## config.mk

```make
export PLATFORM = sky130hd
export DESIGN_NAME = df_sink_flat
export DESIGN_NICKNAME = d
export VERILOG_FILES = /design/src/rtl/df_sink_pkg.sv /design/src/rtl/df_sink_if.sv /design/src/rtl/df_sink_fifo.sv /design/src/rtl/df_sink.sv /design/src/flat_wrapper.sv
export SDC_FILE = /design/constraint.sdc
export NUM_CORES = 1
export LEC_CHECK = 0
export ABC_AREA = 1
export CAP_MARGIN = 20
export CORE_UTILIZATION = 55
export CTS_BUF_LIST = sky130_fd_sc_hd__clkbuf_4 sky130_fd_sc_hd__clkbuf_8 sky130_fd_sc_hd__clkbuf_16
export DETAILED_ROUTE_END_ITERATION = 8
export MAX_ROUTING_LAYER = met4
export PLACE_DENSITY = 0.78
export SETUP_SLACK_MARGIN = 0.05
export SLEW_MARGIN = 20
export SYNTH_ARGS = -nofsm -noshare
export SYNTH_HDL_FRONTEND = slang
export SYNTH_SLANG_ARGS = --single-unit
```

## constraint.sdc

```tcl
create_clock -name CLK -period 3.45 [get_ports CLK]
set_clock_uncertainty 0.2 [all_clocks]
set_input_delay 0.8625 -clock CLK [delete_from_list [all_inputs] [get_ports CLK]]
set_output_delay 0.8625 -clock CLK [all_outputs]
set_load 0.01 [all_outputs]
```

## src/rtl/df_sink_pkg.sv

```systemverilog
// df_sink_pkg: shared types and helpers for the dataflow sink.
// Holds the run-control state encoding and the FIFO pointer-width helper.
package df_sink_pkg;

    // Run-control states of the sink
    typedef enum logic [1:0] {
        ST_IDLE  = 2'd0,
        ST_RUN   = 2'd1,
        ST_DRAIN = 2'd2,
        ST_DONE  = 2'd3
    } sink_state_t;

    // Pointer width: one extra MSB beyond the address bits separates full from empty
    function automatic int ptr_width(input int depth);
        return $clog2(depth) + 1;
    endfunction

endpackage

```

## src/rtl/df_sink_if.sv

```systemverilog
// df_sink_if: token input, run control, status and host read port of the sink.
// The master modport is the environment side, the slave modport is df_sink.
interface df_sink_if #(
    parameter int N     = 16,
    parameter int CNT_W = 16
);
    logic             EN;
    logic             START;
    logic [CNT_W-1:0] EXPECT;
    logic             R_IN;
    logic [N-1:0]     D_IN;
    logic             RD_VALID;
    logic [N-1:0]     RD_DATA;
    logic             RD_READY;
    logic             BUSY;
    logic             DONE;
    logic [CNT_W-1:0] COUNT;
    logic             OVF;

    modport master (
        output EN, START, EXPECT, R_IN, D_IN, RD_READY,
        input  RD_VALID, RD_DATA, BUSY, DONE, COUNT, OVF
    );

    modport slave (
        input  EN, START, EXPECT, R_IN, D_IN, RD_READY,
        output RD_VALID, RD_DATA, BUSY, DONE, COUNT, OVF
    );
endinterface

```

## src/rtl/df_sink_fifo.sv

```systemverilog
// df_sink_fifo: small synchronous FIFO used as the sink's token buffer.
// A push into a full FIFO is only taken when a pop happens in the same cycle.
module df_sink_fifo
    import df_sink_pkg::*;
#(
    parameter int N     = 16,
    parameter int DEPTH = 8
) (
    input  logic         clk,
    input  logic         rst,
    input  logic         push,
    input  logic [N-1:0] push_data,
    input  logic         pop,
    input  logic         flush,
    output logic         full,
    output logic         empty,
    output logic [N-1:0] head
);
    localparam int PW = ptr_width(DEPTH);
    localparam int AW = PW - 1;

    logic [N-1:0]  mem_q [DEPTH];
    logic [PW-1:0] wr_ptr_q, wr_ptr_d;
    logic [PW-1:0] rd_ptr_q, rd_ptr_d;
    logic          do_push;
    logic          do_pop;

    assign empty   = (wr_ptr_q == rd_ptr_q);
    assign full    = (wr_ptr_q[AW-1:0] == rd_ptr_q[AW-1:0]) &&
                     (wr_ptr_q[AW] != rd_ptr_q[AW]);
    assign do_pop  = pop & ~empty;
    assign do_push = push & (~full | do_pop);
    assign head    = mem_q[rd_ptr_q[AW-1:0]];

    // Next pointer values: flush empties the FIFO, otherwise advance on push/pop
    always_comb begin
        wr_ptr_d = wr_ptr_q;
        rd_ptr_d = rd_ptr_q;
        if (flush) begin
            wr_ptr_d = '0;
            rd_ptr_d = '0;
        end else begin
            if (do_push) wr_ptr_d = wr_ptr_q + 1'b1;
            if (do_pop)  rd_ptr_d = rd_ptr_q + 1'b1;
        end
    end

    // Pointer registers
    always_ff @(posedge clk) begin
        if (rst) begin
            wr_ptr_q <= '0;
            rd_ptr_q <= '0;
        end else begin
            wr_ptr_q <= wr_ptr_d;
            rd_ptr_q <= rd_ptr_d;
        end
    end

    // Storage write; contents need no reset since the pointers define validity
    always_ff @(posedge clk) begin
        if (do_push && !flush) begin
            mem_q[wr_ptr_q[AW-1:0]] <= push_data;
        end
    end

endmodule

```

## src/rtl/df_sink.sv

```systemverilog
// df_sink: terminal consumer of the operator dataflow fabric.
// Captures result tokens into a FIFO, exposes them on a valid/ready read port
// and tracks a run of EXPECT tokens through IDLE/RUN/DRAIN/DONE.
// Optional feature macro: DF_SINK_OVERFLOW_EN builds the sticky OVF flag.
module df_sink
    import df_sink_pkg::*;
#(
    parameter int N     = 16,
    parameter int DEPTH = 8,
    parameter int CNT_W = 16
) (
    input logic       CLK,
    input logic       RST,
    df_sink_if.slave  bus
);
    sink_state_t      state_q, state_d;
    logic [CNT_W-1:0] count_q, count_d;
    logic [CNT_W-1:0] expect_q, expect_d;
    logic             start_acc;
    logic             arrival;
    logic             last_token;
    logic             fifo_full;
    logic             fifo_empty;
    logic [N-1:0]     fifo_head;

    assign arrival    = (state_q == ST_RUN) & bus.EN & bus.R_IN;
    assign last_token = arrival && ((count_q + 1'b1) == expect_q);

    df_sink_fifo #(
        .N     (N),
        .DEPTH (DEPTH)
    ) u_fifo (
        .clk       (CLK),
        .rst       (RST),
        .push      (arrival),
        .push_data (bus.D_IN),
        .pop       (bus.RD_READY),
        .flush     (start_acc),
        .full      (fifo_full),
        .empty     (fifo_empty),
        .head      (fifo_head)
    );

    // Next-state logic for run control; START is only honoured when not busy
    always_comb begin
        state_d   = state_q;
        start_acc = 1'b0;
        case (state_q)
            ST_IDLE, ST_DONE: begin
                if (bus.START) begin
                    start_acc = 1'b1;
                    state_d   = (bus.EXPECT == '0) ? ST_DONE : ST_RUN;
                end
            end
            ST_RUN: begin
                if (last_token) state_d = ST_DRAIN;
            end
            ST_DRAIN: begin
                if (fifo_empty) state_d = ST_DONE;
            end
            default: state_d = ST_IDLE;
        endcase
    end

    // Next values of the token counter and latched expected count
    always_comb begin
        count_d  = count_q;
        expect_d = expect_q;
        if (start_acc) begin
            expect_d = bus.EXPECT;
            count_d  = '0;
        end else if (arrival && !(&count_q)) begin
            count_d = count_q + 1'b1;
        end
    end

    // State and counter registers
    always_ff @(posedge CLK) begin
        if (RST) begin
            state_q  <= ST_IDLE;
            count_q  <= '0;
            expect_q <= '0;
        end else begin
            state_q  <= state_d;
            count_q  <= count_d;
            expect_q <= expect_d;
        end
    end

`ifdef DF_SINK_OVERFLOW_EN
    logic ovf_q, ovf_d;
    logic drop;

    assign drop = arrival & fifo_full & ~bus.RD_READY;

    // Sticky overflow flag: set on a dropped token, cleared by an accepted START
    always_comb begin
        ovf_d = ovf_q;
        if (start_acc) begin
            ovf_d = 1'b0;
        end else if (drop) begin
            ovf_d = 1'b1;
        end
    end

    // Overflow flag register
    always_ff @(posedge CLK) begin
        if (RST) begin
            ovf_q <= 1'b0;
        end else begin
            ovf_q <= ovf_d;
        end
    end

    assign bus.OVF = ovf_q;
`else
    assign bus.OVF = 1'b0;
`endif

    assign bus.RD_VALID = ~fifo_empty;
    assign bus.RD_DATA  = fifo_empty ? '0 : fifo_head;
    assign bus.BUSY     = (state_q == ST_RUN) || (state_q == ST_DRAIN);
    assign bus.DONE     = (state_q == ST_DONE);
    assign bus.COUNT    = count_q;

endmodule

```

## src/flat_wrapper.sv

```systemverilog
// flat-port wrapper written by rule: the top's interface ports become plain ports
module df_sink_flat import df_sink_pkg::*;
#(
    parameter int N     = 16,
    parameter int DEPTH = 8,
    parameter int CNT_W = 16
)
  (CLK, RST, bus_EN, bus_START, bus_EXPECT, bus_R_IN, bus_D_IN, bus_RD_READY, bus_RD_VALID, bus_RD_DATA, bus_BUSY, bus_DONE, bus_COUNT, bus_OVF);
  df_sink_if #(.N(N), .CNT_W(CNT_W)) bus_i ();
  input logic CLK;
  input logic RST;
  input wire logic [$bits(bus_i.EN)-1:0] bus_EN;
  input wire logic [$bits(bus_i.START)-1:0] bus_START;
  input wire logic [$bits(bus_i.EXPECT)-1:0] bus_EXPECT;
  input wire logic [$bits(bus_i.R_IN)-1:0] bus_R_IN;
  input wire logic [$bits(bus_i.D_IN)-1:0] bus_D_IN;
  input wire logic [$bits(bus_i.RD_READY)-1:0] bus_RD_READY;
  output wire logic [$bits(bus_i.RD_VALID)-1:0] bus_RD_VALID;
  output wire logic [$bits(bus_i.RD_DATA)-1:0] bus_RD_DATA;
  output wire logic [$bits(bus_i.BUSY)-1:0] bus_BUSY;
  output wire logic [$bits(bus_i.DONE)-1:0] bus_DONE;
  output wire logic [$bits(bus_i.COUNT)-1:0] bus_COUNT;
  output wire logic [$bits(bus_i.OVF)-1:0] bus_OVF;
  assign bus_i.EN = bus_EN;
  assign bus_i.START = bus_START;
  assign bus_i.EXPECT = bus_EXPECT;
  assign bus_i.R_IN = bus_R_IN;
  assign bus_i.D_IN = bus_D_IN;
  assign bus_i.RD_READY = bus_RD_READY;
  assign bus_RD_VALID = bus_i.RD_VALID;
  assign bus_RD_DATA = bus_i.RD_DATA;
  assign bus_BUSY = bus_i.BUSY;
  assign bus_DONE = bus_i.DONE;
  assign bus_COUNT = bus_i.COUNT;
  assign bus_OVF = bus_i.OVF;
  df_sink #(.N(N), .DEPTH(DEPTH), .CNT_W(CNT_W)) u_core (.CLK(CLK), .RST(RST), .bus(bus_i));
endmodule
```

=== Yosys cells after proc, flatten, opt, wreduce, memory -nomap -nowiden ===
Memories as Yosys holds them, arrays and structs flattened. A register that Yosys moved wholly into a read port is not among the register bits.
Cells that the tools add are included.
W data, S select, Z words.

* Bits in registers: 42
* Memory bits (writable): 128
* Word-level logic and storage cells: 51
* Memories kept: 1

* Add/sub/neg operators: 3
* Equal/unequal tests: 10
* Multiplexer cells: 12
* Bitwise logic cells: 7
* Reductions and logical operators: 13

{| class="wikitable"
|+ Memory list
! memory !! words !! width !! rd ports !! clocked after memory_dff !! wr ports !! RTL line !! text
|-
| u_core.u_fifo.mem_q || 8 || 16 || 1 || 1 || 1 || df_sink_fifo.sv:22 || <nowiki>logic [N-1:0] mem_q [DEPTH];</nowiki>
|}

{| class="wikitable"
|+ Operator list
! operator !! number
|-
| $add A16 B1 Y16 const B || 1
|-
| $eq A16 B16 Y1 || 1
|-
| $logic_not A16 Y1 || 1
|-
| $mux W16 || 1
|-
| $reduce_and A16 Y1 || 1
|-
| $add A4 B1 Y4 const B || 2
|-
| $mux W2 || 4
|-
| $mux W3 || 2
|-
| $pmux W2 S3 || 1
|-
| $and A1 B1 Y1 || 4
|-
| $eq A2 B2 Y1 const B || 2
|-
| $eq A4 B4 Y1 || 1
|-
| $logic_and A1 B1 Y1 || 4
|-
| $mux W1 || 4
|-
| $ne A2 B1 Y1 const B || 2
|-
| $reduce_or A2 Y1 || 2
|-
| $eq A3 B3 Y1 || 1
|-
| $reduce_and A3 Y1 || 1
|-
| $eq A2 B1 Y1 const B || 1
|-
| $logic_not A1 Y1 || 2
|-
| $logic_not A2 Y1 || 1
|-
| $ne A2 B2 Y1 const B || 1
|-
| $not A1 Y1 || 2
|-
| $logic_or A1 B1 Y1 || 1
|-
| 2 further kinds || 2
|}

=== Logic depth before layout (Yosys ltp) ===
Gate-level depths: netlist (run 1).

* Word-level depth: 8
* Depth in mapped cells: 16

=== Hierarchy ===
From an unflattened synthesis (run 1), not the netlist that was laid out.

* Cell total of the unflattened synthesis: 819
* Area total of the unflattened synthesis: 7786.2 um^2

{| class="wikitable"
|+ Modules (own cells, without submodules)
! module !! times used !! cells each !! area an instance (um^2) !! seq. area each (um^2)
|-
| df_sink_fifo || 1 || 468 || 5582.9 || 4063.9
|-
| df_sink || 1 || 351 || 2203.4 || 680.7
|}

=== Least setup slack after synthesis (run 1) ===
No wires, ideal clock.

* Kind: input -> register
* Start point: in bus_EN
* End point: mem u_core.u_fifo.mem_q[1][0] (enable)
* Setup time: 0.388 ns
* Arrival: 2.280 ns
* Required time: 2.862 ns
* Setup slack: 0.581 ns
* Stages: 6
* Path buffers: 0
* Cell sequence: nand2_1 nor2_1 nand2_1 inv_1 nand3_1 nor2_1

* Cells in the longest elaborated chain, start to end: 6

{| class="wikitable"
|+ RTL lines
! element !! RTL line !! text
|-
| start, declared || flat_wrapper.sv:12 || <nowiki>input wire logic [$bits(bus_i.EN)-1:0] bus_EN;</nowiki>
|-
| $and A1 B1 Y1 (2 in series) || df_sink.sv:26 || <nowiki>assign arrival = (state_q == ST_RUN) & bus.EN & bus.R_IN;</nowiki>
|-
| $and A1 B1 Y1 || df_sink_fifo.sv:32 || <nowiki>assign do_push = push & (~full | do_pop);</nowiki>
|-
| $logic_and A1 B1 Y1 || df_sink_fifo.sv:61 || <nowiki>if (do_push && !flush) begin</nowiki>
|-
| $mux W1 || df_sink_fifo.sv:61 ||
|-
| $mux W1 (not written as such) || df_sink_fifo.sv:62 || <nowiki>mem_q[wr_ptr_q[AW-1:0]] <= push_data;</nowiki>
|-
| end, declared || df_sink_fifo.sv:22 ||
|}

No other way between the ends.

=== Final worst setup path (run 1) ===
* Start point: reg u_core.u_fifo.rd_ptr_q[3]
* End point: out bus_RD_DATA[7]

* Cells in the longest elaborated chain, start to end: 2

{| class="wikitable"
|+ RTL lines
! element !! RTL line !! text
|-
| start, declared || df_sink_fifo.sv:24 || <nowiki>logic [PW-1:0] rd_ptr_q, rd_ptr_d;</nowiki>
|-
| start signal, assigned || df_sink_fifo.sv:55 || <nowiki>rd_ptr_q <= rd_ptr_d;</nowiki>
|-
| $eq A4 B4 Y1 || df_sink_fifo.sv:28 || <nowiki>assign empty = (wr_ptr_q == rd_ptr_q);</nowiki>
|-
| $mux W16 || df_sink.sv:121 || <nowiki>assign bus.RD_DATA = fifo_empty ? '0 : fifo_head;</nowiki>
|-
| end, declared || flat_wrapper.sv:19 || <nowiki>output wire logic [$bits(bus_i.RD_DATA)-1:0] bus_RD_DATA;</nowiki>
|}

No other way between the ends.

==> results of run 1 <==
==> timing repair <==
action	CTS	global route
setup endpoints to repair	14	13
pin swaps	0	2
gates resized for setup	9	14
==> worst register-to-register path: stages (launching register included) <==
cell	delay, ns
dfxtp_1	0.52
ha_1	0.28
nand2_2	0.12
nor2_8	0.20
nand4_4	0.17
o31ai_4	0.46
inv_2	0.31
o21ai_0	0.27
a31oi_1	0.06
==> layer usage <==
layer	vias to the layer above	wire, um	global-route usage
met5	-	0	-
met4	0	262	0.115
met3	27	1370	0.0480
met2	293	9220	0.436
met1	2907	7880	0.359
li1	2887	-	-
==> area by class of cell <==
class,count,area [um2]
sequential,173,4750
fill,952,4020
multi-input combinational,523,2590
timing repair buffer,102,986
clock buffer,17,425
tap,176,220
inverter,54,209
clock inverter,13,190
==> sequential cells by signal, summed over array words and instances, names as in the netlist, named ones only <==
name and cells:
u_core.u_fifo.mem_q 128, u_core.bus.COUNT 16, u_core.expect_q 16, u_core.u_fifo.rd_ptr_q 4, u_core.u_fifo.wr_ptr_q 4, u_core.state_q 2
==> power by group <==
group,switching [uW],internal (uW),leakage [uW]
logic,736,500,0.00166
clock network,800,1210,0.000295
registers,105,2340,0.00152
total,1640,4050,0.00348
==> per-stage QoR <==
step	total power, uW	cell area [um2]	instances
2_1_floorplan	3180	7650	783
3_3_place_gp	3670	8710	1028
3_5_place_dp	3690	8710	1028
4_1_cts	5680	9330	1058
5_1_grt	5920	9380	1058
6_report	5690	9380	1058
==> layout by cell type (no fill, tap or decap), types with 6 or more instances in the layout <==
| cell type | count |
|---|---|
| dfxtp_2 | 8 |
| a21oi_1 | 29 |
| a31oi_1 | 21 |
| edfxtp_1 | 128 |
| dfxtp_1 | 37 |
| nand3_1 | 36 |
| ha_1 | 6 |
| o21ai_0 | 106 |
| o22ai_1 | 16 |
| clkbuf_16 | 17 |
| inv_1 | 48 |
| nand2_1 | 104 |
| clkdlybuf4s50_1 | 66 |
| o21ai_1 | 7 |
| buf_4 | 26 |
| nor2_1 | 152 |
| nand4_1 | 7 |
==> logic make-up after synthesis <==
family / count (synthesis) / synth area share
adders and majority gates: 6 / 0.00981
buffers and inverters: 87 / 0.0446
AOI/OAI and AO/OA: 185 / 0.131
and+or+nand+nor: 322 / 0.182
other: 1 / 0.000490
DFF: 173 / 0.620
xor gates and xnor gates: 9 / 0.0121
==> worst paths after layout <==
kind	from	end	slack, ns
worst max-delay path	u_core.u_fifo.rd_ptr_q[3]	bus_RD_DATA[7]	0.11
worst min-delay path	u_core.expect_q[0]	u_core.expect_q[0]	0.27
worst max register to register	u_core.bus.COUNT[0]	u_core.bus.COUNT[5]	0.72
worst min register to register	u_core.expect_q[0]	u_core.expect_q[0]	0.27
==> results.md, run 1 <==
- Nets: 915
- Crit. End Element: output port
- Final TNS setup: 0 ns
- Root buf cell: clkbuf_16
- Worst-path fanout max: 8
- CP top delay family: buffers and inverters
- Wire length per cell: 17.7 um
- Final wirelength: 18700 um
- Final worst path period share: 0.967
- Inserted Diodes: 0
- Primary FF master, synth: edfxtp_1
- CP Class: reg -> out
- Total congestion overflow: 0
- GRT Overall Usage: 0.278
- Critical Path Start Type: register
- Period minus WS final: 3.34 ns
- Die area: 0.0144 mm2
- Post-synth top area cell: edfxtp_1
- CP required: 2.39 ns
- Cell leakage power: 0.00348 uW
- Status: completed
- Async S/R FF share, synth: 0
- Max stage delay on crit path: 0.57 ns
- Number of max-cap violations: 0
- Initial DRC count: 893
- Share of cells above drive strength 1: 0.101
- RSZ-0062 raised after global routing: yes
- Pwr/cell area: 607 mW/mm2
- Post-synth EDFFs: 128
- Setup WS pre-CTS: 0.337 ns
- Synth top area cells: edfxtp_1 50%, dfxtp_1 12%, nor2_1 7.5%
- H-tree depth: 4
- Vias per inst: 5.78
- Antenna violations before repair: 0
- Area growth syn-to-layout: 22.5%
- Detail Placement HPWL: 12200 um
- Row cnt: 42
- Synth Register Bits: 173
- Mean post-synth cell area: 9.77 um2
- Post-CTS setup buffer count: 0
- Clock slew at reported path FFs: 0.06 ns
- Critical Path, Cell by Cell: xor2_2 -> nor2_1 -> nand2_2 -> buf_4 -> o21ai_0 -> a31oi_1 -> clkdlybuf4s50_1
- Die X-Extent: 120 um
- Port Buffers: 72
- Setup WS post-layout: 0.112 ns
- Core region area: 0.0134 mm2
- Ports: 74
- Most frequent cell after synthesis: nor2_1
- VDD IR max: 0.396 mV
- Hold/Removal Path Class: reg -> reg
- Mapped Area: 0.00765 mm2
- Hold_buf cts: 0
- Clock buffer depth: 2
- Pre-antenna DRT Iters: 8
- Synth top area share: 0.502
- Clk Latency, worst-skew pair: 0.43 ns
- DIE HEIGHT: 120 um
- Worst path bufs/invs: 2
- Starting Density: 0.571
- ANT nets after route: 0
- Vias: 6114
- Vias in the first global route: 5882
- # setup viols final: 0
- DR DRC count: 0
- First-pass GRT wire length: 29200 um
- Finished Core Util: 0.700
- Critical Path AT: 2.28 ns
- Cell variety after synth: 40
- Slew Limit Fails: 0
- R2R cell count: 8
- Clk sink count: 173
- Worst Hold Depth: 2
- Syn_nets: 827
- Slowest CP cell: clkdlybuf4s50_1
- Final Hold Fails: 0
- Most frequent cells after synthesis: 152 x nor2_1, 128 x edfxtp_1, 106 x o21ai_0
- Max Clk Rate: 300 MHz
- Number of CTS-inserted buffers: 17
- Gp weighted congestion: 0.915
- Pin count of the biggest net entering global routing: 49
- Register area share after synthesis: 0.620
- Synth Instances: 783
- CTS tree: yes
- Total stage count of the critical path: 7
- Synthesis Warnings: 0
- Hold Slack: 0.268 ns
Power figures use the tool's default switching activity.
==> run 2, diff against run 1 <==
MAX_ROUTING_LAYER = default   (was met4)
SLEW_MARGIN = default   (was 20)
==> run 2 against run 1 <==
Compared with the run above:
- cell area grew 0.17%
- flip-flop and latch count stayed put
- worst setup slack worse by 0.028 ns
- via count increased by 1.5%
- total power barely moved
- register-to-register slack got worse by 0.03 ns
- fmax down 0.82%
- global-route usage is 0.32 points lower
- count of clock-buffer cells in the layout grew 3
- hold slack improved by 0.0064 ns
- clock power about the same
==> results.md, run 2 (synthesized netlist as in run 1, its figures left out) <==
- Status: completed (unchanged)
- Critical Path Start Type: register (unchanged)
- Final wirelength: 19400 um (was 18700 um)
- CP required: 2.39 ns (about the same)
- Worst slew pin tran: 0.503 ns
- GRT Overall Usage: 0.275 (was 0.278)
- Slew Limit Fails: 0 (unchanged)
- Area growth syn-to-layout: 22.7% (was 22.5%)
- First-pass GRT wire length: 29800 um (was 29200 um)
- Power, Total: 5690 uW (about the same)
- Cell mode on critical path: o21ai_0
- Max stage delay on crit path: 0.51 ns (was 0.57 ns)
- Largest register FFs: 128 (unchanged)
- Finished Core Util: 0.701 (was 0.700)
- Total congestion overflow: 0 (unchanged)
- Core region area: 0.0134 mm2 (unchanged)
- RSZ-0062 raised after global routing: yes (unchanged)
- Die area: 0.0144 mm2 (unchanged)
- Detail Placement HPWL: 12300 um (was 12200 um)
- Critical Path AT: 2.30 ns (was 2.28 ns)
- Pwr/cell area: 606 mW/mm2 (was 607 mW/mm2)
- Commonest non-fill, non-tap cells in the layout: 152 x nor2_1, 128 x edfxtp_1, 105 x nand2_1, 105 x o21ai_0, 68 x clkdlybuf4s50_1 (was 152 x nor2_1, 128 x edfxtp_1, 106 x o21ai_0)
- Gp weighted congestion: 0.902 (was 0.915)
- Antenna violations before repair: 0 (unchanged)
- H-tree depth: 4 (unchanged)
- Switching Fraction: 0.293 (was 0.288)
- Number of max-cap violations: 0 (unchanged)
- Logic pwr share: 0.223 (was 0.217)
- Period minus WS final: 3.37 ns (was 3.34 ns)
- Initial DRC count: 811 (was 893)
- Setup WS pre-CTS: 0.374 ns (was 0.337 ns)
- Max Clk Rate: 297 MHz (was 300 MHz)
- Hold_buf cts: 0 (unchanged)
- Worst Hold Depth: 2 (unchanged)
- Clk sink count: 173 (unchanged)
- ANT nets after route: 0 (unchanged)
- Worst hold endpoint: u_core.expect_q[8] (was u_core.expect_q[0])
- Sequential fraction of design power: 0.430 (about the same)
- Final TNS setup: 0 ns (unchanged)
- Nets: 915 (unchanged)
- Commonest non-fill, non-tap cell in the layout: nor2_1 (unchanged)
- CP top delay family: buffers and inverters (unchanged)
- Row cnt: 42 (unchanged)
- Number of CTS-inserted buffers: 17 (unchanged)
- Hold/Removal Path Class: reg -> reg (unchanged)
- Internal Power: 4030 uW (was 4050 uW)
- Worst-path fanout max: 32 (was 8)
- Final Hold Fails: 0 (unchanged)
- Clk Latency, worst-skew pair: 0.43 ns (about the same)
- Slowest CP cell: clkdlybuf4s50_1 (unchanged)
- Vias in the first global route: 5963 (was 5882)
- Clock buffer depth: 2 (unchanged)
- Pre-antenna DRT Iters: 5 (was 8)
- Cell leakage power: 0.00348 uW (about the same)
- Critical R2R Launch: u_core.bus.COUNT[0] (unchanged)
- Hold_sp: u_core.expect_q[8] (was u_core.expect_q[0])
- Psw: 1670 uW (was 1640 uW)
- Critical Path, Cell by Cell: clkinvlp_4 -> buf_12 -> o21ai_0 -> o22ai_1 -> o21ai_0 -> a31oi_1 -> clkdlybuf4s50_1 (was xor2_2 -> nor2_1 -> nand2_2 -> buf_4 -> o21ai_0 -> a31oi_1 -> clkdlybuf4s50_1)
- Die X-Extent: 120 um (unchanged)
- CP Class: reg -> out (unchanged)
- Worst path bufs/invs: 3 (was 2)
- Setup WS post-layout: 0.0847 ns (was 0.112 ns)
- R2R Path End: u_core.bus.COUNT[14] (was u_core.bus.COUNT[5])
- Total stage count of the critical path: 7 (unchanged)
- Final worst path period share: 0.975 (was 0.967)
- CTS tree: yes (unchanged)
- R2R setup slack: 0.69 ns (was 0.72 ns)
- Starting Density: 0.571 (unchanged)
- Wire length per cell: 18.3 um (was 17.7 um)
- Vias: 6205 (was 6114)
- Clock slew at reported path FFs: 0.06 ns (about the same)
- Vias per inst: 5.85 (was 5.78)
- Rel. slew slack: 0.664
- # setup viols final: 0 (unchanged)
- DIE HEIGHT: 120 um (unchanged)
- Crit. End Element: output port (unchanged)
- VDD IR max: 0.376 mV (was 0.396 mV)
- Inserted Diodes: 0 (unchanged)
- Pin count of the biggest net entering global routing: 65 (was 49)
- Share of cells above drive strength 1: 0.0995 (was 0.101)
- Ports: 74 (unchanged)
- DR DRC count: 0 (unchanged)
- Filler cell count: 964 (was 952)
- Port Buffers: 72 (unchanged)
- Root buf cell: clkbuf_16 (unchanged)
- Clock Power Share: 0.347 (was 0.353)
- R2R cell count: 8 (unchanged)
==> run 2: worst register-to-register path, cell delays in order (launching register included) <==
cell	delay, ns
dfxtp_1	0.54
ha_1	0.29
nand2_2	0.13
nor2_8	0.20
nand4_4	0.18
o31ai_4	0.47
inv_2	0.32
o21ai_1	0.23
a31oi_1	0.07
==> run 2: how the worst max path moves through the flow <==
stage	from	to	slack [ns]
CTS	register	bus_RD_DATA[9]	0.002
global placement	bus_EN	u_core.u_fifo.mem_q[0][7]	0.45
global route	u_core.u_fifo.wr_ptr_q[0]	bus_RD_DATA[12]	-0.02
detailed placement	bus_EN	u_core.u_fifo.mem_q[2][9]	0.37
floorplan	bus_EN	u_core.u_fifo.mem_q[1][0]	0.58
finish	register	bus_RD_DATA[9]	0.08
==> run 2: repair_timing <==
| item | CTS | global route |
|---|---|---|
| setup buffers | 1 | 0 |
| cloned | 0 | 2 |
| pin swaps | 1 | 0 |
| endpoints found under the setup margin | 12 | 13 |
| resized for setup | 6 | 15 |
==> run 2: final cells by class <==
class	count	area, um2	share of cell area
Inverter	54	209	0.0222
Clock inverter	12	161	0.0172
Tap cell	176	220	0.0234
Timing Repair Buffer	102	1020	0.109
Multi-Input combinational cell	523	2570	0.274
Clock buffer	20	448	0.0477
Sequential cell	173	4760	0.506
==> run 2: routing by layer <==
layer / track usage / routed length, um
met1: 0.364 / 8000
met5: 0 / 0
met4: 0.116 / 345
met2: 0.436 / 9590
met3: 0.0599 / 1470
==> run 2: power groups by stage <==
stage	Sequential (uW)	Clock, uW	Combinational (uW)
finish	2450	1980	1270
global route	2460	2070	1390
CTS	2440	1970	1220
detailed placement	2480	0	1210
global placement	2470	0	1170
floorplan	2460	0	727
==> run 2: stage by stage <==
step,hold WS (ns),cells,area (um2)
final,0.274,1060,9390
after global routing,0.290,1060,9390
after CTS,0.272,1058,9300
after detailed placement,0.262,1025,8680
after global placement,0.258,1025,8680
after floorplan,0.244,783,7650
==> run 3, diff against run 2 <==
CORE_UTILIZATION = 50   (was 55)
PLACE_DENSITY = 0.72   (was 0.78)
==> run 3 against run 2 <==
Compared with the run above:
- count of clock-buffer cells in the layout fell by 2
- largest cell class unchanged
- critical endpoint is now bus_RD_DATA[15]
- routed wire length is 2.6% lower
- total power shrank 5.9%
- sequential share of layout area is 0.38 points higher
==> results.md, run 3 (synthesized netlist as in run 1, its figures left out) <==
- Ports: 74 (unchanged)
- Filler cell count: 1207 (was 964)
- R2R Path End: u_core.u_fifo.mem_q[2][15] (was u_core.bus.COUNT[14])
- Clock buffer depth: 2 (unchanged)
- Inserted Diodes: 0 (unchanged)
- R2R setup slack: 0.68 ns (was 0.69 ns)
- Total congestion overflow: 0 (unchanged)
- Gp weighted congestion: 0.887 (was 0.902)
- Die X-Extent: 126 um (was 120 um)
- Antenna violations before repair: 0 (unchanged)
- H-tree depth: 4 (unchanged)
- Finished Core Util: 0.632 (was 0.701)
- Rel. slew slack: 0.661 (was 0.664)
- Critical Path Start: u_core.u_fifo.wr_ptr_q[2]
- Crit. End Element: output port (unchanged)
- Final Hold Fails: 0 (unchanged)
- VDD IR max: 0.367 mV (was 0.376 mV)
- Core region area: 0.0148 mm2 (was 0.0134 mm2)
- Pre-antenna DRT Iters: 5 (unchanged)
- CTS tree: yes (unchanged)
- Hold_sp: u_core.expect_q[0] (was u_core.expect_q[8])
- Hold_buf cts: 0 (unchanged)
- Area growth syn-to-layout: 21.8% (was 22.7%)
- Max Clk Rate: 299 MHz (was 297 MHz)
- RSZ-0062 raised after global routing: yes (unchanged)
- CP top delay family: buffers and inverters (unchanged)
- Vias in the first global route: 5876 (was 5963)
- Clk sink count: 173 (unchanged)
- GRT Overall Usage: 0.243 (was 0.275)
- Commonest non-fill, non-tap cell in the layout: nor2_1 (unchanged)
- Wire length per cell: 17.7 um (was 18.3 um)
- Slowest CP cell: clkdlybuf4s50_1 (unchanged)
- Hold/Removal Path Class: reg -> reg (unchanged)
- Critical Path AT: 2.28 ns (was 2.30 ns)
- Cell leakage power: 0.00342 uW (was 0.00348 uW)
- Pin count of the biggest net entering global routing: 65 (unchanged)
- Starting Density: 0.519 (was 0.571)
- ANT nets after route: 0 (unchanged)
- Worst hold endpoint: u_core.expect_q[0] (was u_core.expect_q[8])
- CP required: 2.39 ns (about the same)
- Number of CTS-inserted buffers: 17 (unchanged)
- Final wirelength: 18900 um (was 19400 um)
- Status: completed (unchanged)
- Root buf cell: clkbuf_16 (unchanged)
- Commonest non-fill, non-tap cells in the layout: 152 x nor2_1, 128 x edfxtp_1, 106 x o21ai_0 (was 152 x nor2_1, 128 x edfxtp_1, 105 x nand2_1, 105 x o21ai_0, 68 x clkdlybuf4s50_1)
- Critical Path, Cell by Cell: xor2_2 -> nor2_1 -> nand2_2 -> buf_6 -> o21ai_0 -> a31oi_1 -> clkdlybuf4s50_1 (was clkinvlp_4 -> buf_12 -> o21ai_0 -> o22ai_1 -> o21ai_0 -> a31oi_1 -> clkdlybuf4s50_1)
- Nets: 917 (was 915)
- Clock slew at reported path FFs: 0.06 ns (about the same)
- Detail Placement HPWL: 12600 um (was 12300 um)
- Share of cells above drive strength 1: 0.102 (was 0.0995)
- Worst Hold Depth: 2 (unchanged)
- DR DRC count: 0 (unchanged)
- Slew Limit Fails: 0 (unchanged)
- Largest register FFs: 128 (unchanged)
- Pwr/cell area: 575 mW/mm2 (was 606 mW/mm2)
- Power, Total: 5360 uW (was 5690 uW)
- Max stage delay on crit path: 0.56 ns (was 0.51 ns)
- Die area: 0.0158 mm2 (was 0.0144 mm2)
- Final worst path period share: 0.970 (was 0.975)
- Area occupied by multi-input gates: 0.00260 mm2 (was 0.00257 mm2)
- Final TNS setup: 0 ns (unchanged)
- Register Area: 0.00475 mm2 (was 0.00476 mm2)
- Area post-placement: 0.00872 mm2 (was 0.00868 mm2)
- DIE HEIGHT: 126 um (was 120 um)
- Critical R2R Launch: u_core.u_fifo.wr_ptr_q[2] (was u_core.bus.COUNT[0])
- Critical Path Start Type: register (unchanged)
- Vias per inst: 5.73 (was 5.85)
- Top sig layer: met4 (unchanged)
- R2R cell count: 11 (was 8)
- CP Class: reg -> out (unchanged)
- Worst path bufs/invs: 2 (was 3)
- DR WL met3: 1120 um (was 1470 um)
- Finished layout cell area: 0.00932 mm2 (was 0.00939 mm2)
- Routed met2 length: 9100 um (was 9590 um)
- Vias: 6118 (was 6205)
- Period minus WS final: 3.35 ns (was 3.37 ns)
- Worst slew pin tran: 0.508 ns (was 0.503 ns)
- Met1 Routed Length: 8450 um (was 8000 um)
- Clk Latency, worst-skew pair: 0.42 ns (was 0.43 ns)
- Initial DRC count: 628 (was 811)
- Row cnt: 44 (was 42)
- First-pass GRT wire length: 29400 um (was 29800 um)
- Worst-path fanout max: 10 (was 32)
- Port Buffers: 72 (unchanged)
- Number of max-cap violations: 0 (unchanged)
- # setup viols final: 0 (unchanged)
run 3: how the worst max path moves through the flow:
| stage | slack, ns | end | cells past startpoint |
|---|---|---|---|
| 5_1_grt | 0.02 | bus_RD_DATA[7] | 7 |
| 6_report | 0.10 | bus_RD_DATA[15] | 7 |
| 4_1_cts | 0.05 | bus_RD_DATA[15] | 7 |
| 3_5_place_dp | 0.30 | u_core.u_fifo.mem_q[2][14] | 8 |
| 3_3_place_gp | 0.29 | u_core.u_fifo.mem_q[2][0] | 8 |
| 2_1_floorplan | 0.58 | u_core.u_fifo.mem_q[1][0] | 6 |
run 3: layout make-up:
type	count	share of cell area
clock buffers	18	0.0465
clock inverters	12	0.00819
inverters	54	0.0223
multi-input cells	523	0.279
flip-flops and latches	173	0.510
well taps	184	0.0247
repair buffers	104	0.109
run 3: worst register-to-register path, stage by stage, from the launching register on:
cell     delay [ns]
dfxtp_2        0.39
xor2_2         0.16
nor2_1         0.08
nand2_2        0.15
buf_6          0.18
nand2_1        0.14
nand3_1        0.15
nand2_1        0.16
nor2_1         0.17
nand2_1        0.12
nor2_1         0.22
buf_4          0.32
run 3: metrics by stage:
step,std cells,hold slack [ns],setup WS (ns)
5_1_grt,1068,0.295,0.0233
4_1_cts,1067,0.275,0.0542
3_5_place_dp,1037,0.266,0.304
6_report,1068,0.276,0.104
3_3_place_gp,1037,0.262,0.286
2_1_floorplan,783,0.244,0.581
run 3: where the power goes:
part	switching (uW)	internal (uW)	leakage [uW]	total (uW)
Clock	764	912	0.000246	1680
Combinational	728	506	0.00166	1230
Sequential	105	2340	0.00152	2450
Total	1600	3760	0.00342	5360
run 3: repair_timing:
item,4_1_cts,5_1_grt
resized for setup,6,16
gates cloned,0,1
setup endpoints to repair,16,14
pin swaps,0,2
setup buffers,0,0
run 3: per-layer routing:
layer  track usage  up-vias
met5             0        -
met4        0.0882        0
met3        0.0412       25
met2         0.405      254
met1         0.321     2940
li1              -     2899
